File: config.mk
export PLATFORM = sky130hd
export DESIGN_NAME = rr_arbiter_8_flat
export DESIGN_NICKNAME = d
export VERILOG_FILES = /design/src/rtl/rr_arbiter_8_if.sv /design/src/rtl/rr_arbiter_8.sv /design/src/flat_wrapper.sv
export SDC_FILE = /design/constraint.sdc
export NUM_CORES = 1
export LEC_CHECK = 0
export BUFFER_PORTS_ARGS = -buffer_cell sky130_fd_sc_hd__buf_2
export CORE_MARGIN = 2
export CORE_UTILIZATION = 40
export CTS_BUF_LIST = sky130_fd_sc_hd__clkbuf_2 sky130_fd_sc_hd__clkbuf_4 sky130_fd_sc_hd__clkbuf_8
export CTS_CLUSTER_SIZE = 24
export DETAILED_ROUTE_END_ITERATION = 10
export PLACE_DENSITY = 0.65
export SETUP_SLACK_MARGIN = 0.2
export SYNTH_ARGS = -nofsm -noshare
export SYNTH_HDL_FRONTEND = slang
export SYNTH_SLANG_ARGS = --single-unit
export TNS_END_PERCENT = 50
File: constraint.sdc
create_clock -name clk -period 3.5 [get_ports clk]
set_input_delay 0.175 -clock clk [delete_from_list [all_inputs] [get_ports clk]]
set_output_delay 0.175 -clock clk [all_outputs]
set_load 0.03 [all_outputs]
File: src/rtl/rr_arbiter_8_if.sv
// Request/grant bundle between the round-robin arbiter and its eight clients.
// The arbiter takes the slave side; the client cluster takes the master side.
interface rr_arbiter_8_if;
  logic [7:0] req;
  logic       done;
  logic [7:0] gnt;
  logic [2:0] gnt_idx;
  logic       gnt_valid;
  logic       timeout;

  modport master (
    output req, done,
    input  gnt, gnt_idx, gnt_valid, timeout
  );

  modport slave (
    input  req, done,
    output gnt, gnt_idx, gnt_valid, timeout
  );
endinterface

File: src/rtl/rr_arbiter_8.sv
// Eight-way round-robin arbiter with bounded hold time. Every output is registered.
// Releasing owners drop to lowest priority, and handover is back-to-back.
module rr_arbiter_8 #(
  parameter int MAX_HOLD = 16
) (
  input logic           clk,
  input logic           rst_n,
  rr_arbiter_8_if.slave bus
);

  typedef enum logic {IDLE, GRANT} state_t;

  localparam logic [7:0] HOLD_LAST = 8'(MAX_HOLD - 1);

  state_t     state, state_nxt;
  logic [2:0] ptr, ptr_nxt;
  logic [2:0] idx, idx_nxt;
  logic [7:0] cnt, cnt_nxt;
  logic       valid, valid_nxt;
  logic       timeout, timeout_nxt;
  logic [7:0] gnt, gnt_nxt;

  logic       hold_end, owner_req, rel, forced;
  logic [2:0] next_ptr;
  logic [3:0] win_idle, win_rel;

  // Bit 3 flags a winner; bits 2:0 give its index. The downward loop lets the
  // lowest offset from p overwrite every later candidate.
  function automatic logic [3:0] arbitrate(input logic [7:0] r, input logic [2:0] p);
    logic [3:0] res;
    logic [2:0] k;
    res = 4'b0000;
    for (int i = 7; i >= 0; i--) begin
      k = p + 3'(i);
      if (r[k]) res = {1'b1, k};
    end
    return res;
  endfunction

  function automatic logic [7:0] decode(input logic [2:0] i);
    return 8'b0000_0001 << i;
  endfunction

  assign hold_end  = (cnt == HOLD_LAST);
  assign owner_req = bus.req[idx];
  assign rel       = bus.done | ~owner_req | hold_end;
  assign forced    = hold_end & ~bus.done & owner_req;
  assign next_ptr  = idx + 3'd1;
  assign win_idle  = arbitrate(bus.req, ptr);
  assign win_rel   = arbitrate(bus.req, next_ptr);

  always_comb begin
    state_nxt   = state;
    ptr_nxt     = ptr;
    idx_nxt     = idx;
    cnt_nxt     = cnt;
    valid_nxt   = valid;
    timeout_nxt = 1'b0;
    case (state)
      IDLE: begin
        if (win_idle[3]) begin
          idx_nxt   = win_idle[2:0];
          valid_nxt = 1'b1;
          cnt_nxt   = 8'd0;
          state_nxt = GRANT;
        end
      end
      GRANT: begin
        if (rel) begin
          ptr_nxt     = next_ptr;
          timeout_nxt = forced;
          if (win_rel[3]) begin
            idx_nxt = win_rel[2:0];
            cnt_nxt = 8'd0;
          end else begin
            valid_nxt = 1'b0;
            state_nxt = IDLE;
          end
        end else begin
          cnt_nxt = cnt + 8'd1;
        end
      end
      default: begin
        state_nxt = IDLE;
        valid_nxt = 1'b0;
      end
    endcase
    gnt_nxt = valid_nxt ? decode(idx_nxt) : 8'h00;
  end

  always_ff @(posedge clk) begin
    if (!rst_n) begin
      state   <= IDLE;
      ptr     <= 3'd0;
      idx     <= 3'd0;
      cnt     <= 8'd0;
      valid   <= 1'b0;
      timeout <= 1'b0;
      gnt     <= 8'h00;
    end else begin
      state   <= state_nxt;
      ptr     <= ptr_nxt;
      idx     <= idx_nxt;
      cnt     <= cnt_nxt;
      valid   <= valid_nxt;
      timeout <= timeout_nxt;
      gnt     <= gnt_nxt;
    end
  end

  assign bus.gnt       = gnt;
  assign bus.gnt_idx   = idx;
  assign bus.gnt_valid = valid;
  assign bus.timeout   = timeout;

endmodule

File: src/flat_wrapper.sv
// flat-port wrapper written by rule: the top's interface ports become plain ports
module rr_arbiter_8_flat 
#(
  parameter int MAX_HOLD = 16
)
  (clk, rst_n, bus_req, bus_done, bus_gnt, bus_gnt_idx, bus_gnt_valid, bus_timeout);
  rr_arbiter_8_if bus_i ();
  input logic clk;
  input logic rst_n;
  input wire logic [$bits(bus_i.req)-1:0] bus_req;
  input wire logic [$bits(bus_i.done)-1:0] bus_done;
  output wire logic [$bits(bus_i.gnt)-1:0] bus_gnt;
  output wire logic [$bits(bus_i.gnt_idx)-1:0] bus_gnt_idx;
  output wire logic [$bits(bus_i.gnt_valid)-1:0] bus_gnt_valid;
  output wire logic [$bits(bus_i.timeout)-1:0] bus_timeout;
  assign bus_i.req = bus_req;
  assign bus_i.done = bus_done;
  assign bus_gnt = bus_i.gnt;
  assign bus_gnt_idx = bus_i.gnt_idx;
  assign bus_gnt_valid = bus_i.gnt_valid;
  assign bus_timeout = bus_i.timeout;
  rr_arbiter_8 #(.MAX_HOLD(MAX_HOLD)) u_core (.clk(clk), .rst_n(rst_n), .bus(bus_i));
endmodule
* Word level (Yosys, flattened, before mapping)
Index checks and enable logic that the tools add are counted.
Widths: inputs -> output; s select.
** Word-level totals
- Flip-flop bits (word level) :: 25
- Output and inout port bits :: 13
- Logic and storage cells :: 121
** Cells by class
- Add/subtract/negate cells :: 16
- $lt $le $gt $ge :: 17
- Eq/ne operators :: 3
- Shift operators :: 1
- Muxes and demuxes :: 66
- Bitwise gates (word level) :: 7
- Reductions and logical operators :: 4
** Operator list (count)
- $lt 3x4->1 const B :: 17
- $mux 4 :: 16
- $bmux 1 s3 :: 17
- $add 3x3->3 const B :: 8
- $mux 8 :: 3
- $mux 1 :: 23
- $pmux 8 s2 :: 1
- $add 3x2->3 const B :: 4
- $add 3x1->3 const B :: 3
- $mux 3 :: 3
- $add 8x1->8 const B :: 1
- $eq 8x4->1 const B :: 1
- $shl 1x3->8 const A :: 1
- $pmux 3 s2 :: 1
- $reduce_and 2->1 :: 3
- $pmux 1 s2 :: 2
- $ne 3x3->1 const B :: 1
- $not 1->1 :: 3
- $reduce_and 3->1 :: 1
- $and 1x1->1 :: 2
- $ne 2x1->1 const B :: 1
- $or 1x1->1 :: 2

* Longest topological paths before layout
- Word-level depth :: 16
- Depth in mapped cells :: 15

* Worst setup path after synthesis
No wires, ideal clock.
- Path kind :: register -> register
- Start point :: register u_core.idx[0], in the netlist u_core.bus.gnt_idx[0]
- End point :: register u_core.gnt[5], in the netlist u_core.bus.gnt[5]
- Arrival :: 3874 ps
- Path slack :: -439 ps
- Cell stages (with the launch flop) :: 15
- Buffers on the path :: 4
- Period minus slack after synthesis :: 3939 ps
- Path through :: dfxtp_1 -> buf_2 -> clkbuf_2 -> inv_1 -> ha_1 -> buf_6 -> buf_12 -> mux4_2 -> mux2_4 -> mux2_2 -> or3_1 -> o211ai_2 -> o211ai_2 -> or4_4 -> nor2b_1
** Between the ends
- Word-level cells in the longest chain between the ends :: 16
- Elaborated cells on any way between the ends :: 46
- Classes of those cells :: 8 x add/sub; 1 x shift; 33 x mux; 3 x bitwise; 1 x reduce/logical
** RTL lines
- from (decl) :: line rr_arbiter_8.sv:17 : logic [2:0] idx, idx_nxt;
- from (signal assigned) :: line rr_arbiter_8.sv:103 : idx <= idx_nxt;
- $add 3x1->3 * :: line rr_arbiter_8.sv:48 : assign next_ptr = idx + 3'd1;
- via u_core.next_ptr[0] :: line rr_arbiter_8.sv:24 : logic [2:0] next_ptr;
- $add 3x3->3 :: line rr_arbiter_8.sv:34 : k = p + 3'(i);
- $bmux 1 s3 :: line rr_arbiter_8.sv:35 : if (r[k]) res = {1'b1, k};
- $mux 1 (not written as such) :: line rr_arbiter_8.sv:35
- $mux 4 (7 in series) :: line rr_arbiter_8.sv:35
- $mux 4 * :: line rr_arbiter_8.sv:35
- $mux 3 / $mux 1 (equally long branches) :: line rr_arbiter_8.sv:72 : if (win_rel[3]) begin
- $mux 3 / $mux 1 (equally long branches) :: line rr_arbiter_8.sv:69 : if (rel) begin
- $pmux 3 s2 / $pmux 1 s2 (equally long branches) :: line rr_arbiter_8.sv:59 : case (state)
- $shl 1x3->8 / $reduce_and 2->1 (equally long branches)
- to (signal assigned) :: line rr_arbiter_8.sv:107 : gnt <= gnt_nxt;
- to (decl) :: line rr_arbiter_8.sv:21 : logic [7:0] gnt, gnt_nxt;
The timed path passes the listed nets; every way through them passes the cells marked *. The select of a mux whose other input is x is not followed.
A chain may end at the register's enable or synchronous reset.

* Worst setup path after layout
Same ends and word-level chain as after synthesis.

==> results.yml <==
synth:
  synthCells: 312
  ys_seq_area_share_pct: 18.1
  ys_ff_latch: 25
  synth.largest_area_cell: "dfxtp_1"
  yosys.area.top_type_share_pct: 18.1
  syn_area_um2: 2770
  synth_edf_count: 0
  yosys_warnings: 0
  syn_avg_cell_area_um2: 8.88
  async_flop_share_pct: 0
  synthesis.nets: 328
  ys_types: 64
  ys_dominant_reg_cell: "dfxtp_1"
  yosys-top-cells-area: "dfxtp_1 18%, mux4_2 12%, mux2i_1 7.2%"
placed_design:
  dpl-instance-area_um2: 2950
  place_congestion: 0.860
  hpwl_mm: 5.17
  io_buffers: 23
cts:
  cts_buffer_depth: 2
  clock_latency_ps: 270
  holdBufCountCts: 0
  cts_buffers: 3
  cts.clk_slew.worst_paths_ps: 90
  cts_tree: "done"
  cts_root_buffer: "clkbuf_8"
  clkSinkCount: 25
  cts_max_level: 1
drt:
  vias: 2483
  avgViaCountPerCell: 6.04
  final_antenna_net_count: 0
  drtPass1Iterations: 4
  drt_iter0_drc: 142
  drc: 0
  drt-wirelength-per-cell_um: 16.8
  drt-total-wl_mm: 6.91
floorplan:
  ios: 24
  num_rows: 30
  dieArea_um2: 7610
  start_util_pct: 41.0
  coreArea_um2: 6760
  die_h_um: 87.2
  die_width_um: 87.2
global_route:
  grt_max_degree: 25
  grt_pass1_vias: 2281
  grt_pass1_wl_mm: 11.4
  antenna_found_initial: 0
  grt_usage_pct: 18.6
  overflow: 0
critical_path:
  startpoint_type: "register"
  regToRegEndpoint: "u_core.bus.gnt[5]"
  crit_path_frequent_cell: "o211ai_2"
  reg2reg_depth: 10
  crit_required_ps: 3720
  worstPathMaxFanout: 7
  crit_buf_inv: 1
  cp_top_family: "multiplexers"
  critical_path_class: "register to register"
  critPathArrivalTime_ps: 3470
  r2r_start: "u_core.bus.gnt_idx[0]"
  max_stage_delay_ps: 540
  crit_chain: "inv_6 > ha_4 > mux4_2 > mux2_4 > mux2_2 > or3_1 > o211ai_2 > o211ai_2 > or4_4 > nor2b_1"
  r2r_slack_ps: 250
  worstSetupEndpointType: "register"
  cp_slowest_cell: "mux4_2"
timing:
  drv_slew: 0
  hold_viol: 0
  totalNegativeSetupSlack_ps: 0
  relSlewSlack_pct: 41.6
  fin_skew_ps: 8.55
  fmax_mhz: 308
  period_minus_slack_ps: 3250
  post-route-period-util_pct: 92.8
  rsz0062_at_grt: "true"
  setup_viol: 0
  worst_slew_pin_slew_ps: 868
pwr:
  power.density_nw_per_um2: 905
  ir_worst_vdd_mv: 0.356
  leakage_nw: 1.24
min_path:
  worstHoldPathCells: 2
  worstHoldPathType: "input port to register"
  whs_endpoint: "u_core.ptr[2]"
  hp-start: "rst_n"
cells_and_area:
  fill_cells: 666
  final_core_util_pct: 45.9
  seqCellArea_um2: 505
  layout.nets: 348
  drive_gt1_share_pct: 26.9
  layout_common_cells: "25 x nand2_1, 23 x buf_2, 23 x dfxtp_1"
  area_delta_synth_final_pct: 11.9
  multi_input_area_um2: 2140
  design_area_um2: 3100
  layout_commonest_cell: "nand2_1"
  diodes: 0
job:
  timing.max_cap.violations: 0
outcome:
  status: "complete, no violations"
==> through the flow <==
| step | instances | setup slack (ps) | total power [W] | hold WS [ps] |
|---|---|---|---|---|
| 2_1_floorplan | 312 | 4.84 | 0.00213 | 303 |
| 3_3_place_gp | 400 | 250 | 0.00246 | 478 |
| 3_5_place_dp | 400 | 201 | 0.00249 | 497 |
| 4_1_cts | 405 | 203 | 0.00268 | 253 |
| 5_1_grt | 411 | 126 | 0.00303 | 274 |
| 6_report | 411 | 252 | 0.00280 | 256 |
==> registers in the layout, summed over array words and instances, names as in the netlist <==
signal                cells
u_core.bus.gnt_idx        3
u_core.ptr                3
u_core.bus.gnt_valid      1
u_core.bus.timeout        1
u_core.cnt                8
u_core.bus.gnt            8
u_core.state              1
==> cell families (layout without fill, tap and decap cells) <==
| family | Yosys count | after routing | synth area share [%] |
|---|---|---|---|
| buffers and inverters | 39 | 58 | 7.14 |
| DFF | 25 | 25 | 18.1 |
| adders and majority gates | 6 | 6 | 2.62 |
| muxes | 48 | 48 | 27.6 |
| xor gates and xnor gates | 8 | 8 | 3.57 |
| and+or+nand+nor | 108 | 108 | 20.9 |
| AOI/OAI and AO/OA | 78 | 78 | 20.1 |
==> per-layer routing <==
layer  share of wire (%)  vias to the layer above  GRT usage, %
met5                   0                        -             0
met4                0.46                        0          2.80
met3                 2.2                        4          1.52
met2                  52                       49          33.5
met1                  45                     1195          24.7
li1                    -                     1235             -
==> power breakdown <==
group          total [W]  leakage [nW]  internal, W  switching, W
Clock           0.000179        0.0261    0.0000834     0.0000961
Combinational    0.00224          1.01      0.00105       0.00119
Sequential      0.000386         0.205     0.000337     0.0000482
==> worst max-delay path by stage <==
| stage | slack [ps] | end | startpoint | cells past startpoint |
|---|---|---|---|---|
| 2_1_floorplan | 5 | u_core.bus.gnt[5] | u_core.bus.gnt_idx[0] | 14 |
| 3_3_place_gp | 250 | u_core.bus.gnt[4] | u_core.bus.gnt_idx[1] | 9 |
| 3_5_place_dp | 200 | u_core.bus.gnt[5] | u_core.bus.gnt_idx[1] | 9 |
| 4_1_cts | 200 | u_core.bus.gnt[5] | u_core.bus.gnt_idx[1] | 9 |
| 5_1_grt | 130 | u_core.bus.gnt[5] | u_core.bus.gnt_idx[0] | 10 |
| 6_report | 250 | u_core.bus.gnt[5] | u_core.bus.gnt_idx[0] | 10 |
==> layout make-up <==
| type | count | area share (%) |
|---|---|---|
| Inverter | 12 | 1.61 |
| Tap cell | 80 | 3.23 |
| Clock inverter | 1 | 0.283 |
| Sequential cell | 25 | 16.3 |
| Timing Repair Buffer | 42 | 8.32 |
| Multi-Input combinational cell | 248 | 68.9 |
| Clock buffer | 3 | 1.33 |
==> cell usage after synthesis, drive strengths merged, types with 2 or more instances <==
library cell	count
nor3	8
o22ai	2
o21a	3
or4	2
a41o	2
xnor2	4
nor4	5
nor3b	2
nand3	9
o211ai	5
o2111ai	3
dfxtp	25
nand3b	3
buf	13
o21ai	16
o211a	4
nand2b	6
a21oi	15
clkbuf	14
nor2b	10
a22oi	2
a21boi	3
a31oi	3
a32oi	3
nor2	15
mux2i	20
inv	12
a221oi	3
or3	5
mux4	20
a311oi	2
and3	7
and2	7
ha	5
nand2	26
a211oi	3
xor2	2
mux2	8
==> timing repair <==
item                                    CTS  global route
cloned                                    0             0
pin swaps                                 1             4
endpoints found under the setup margin    2            10
setup buffers                             1             6
gates resized for setup                   0            10
No activity file was read; power rests on OpenSTA's default activity.
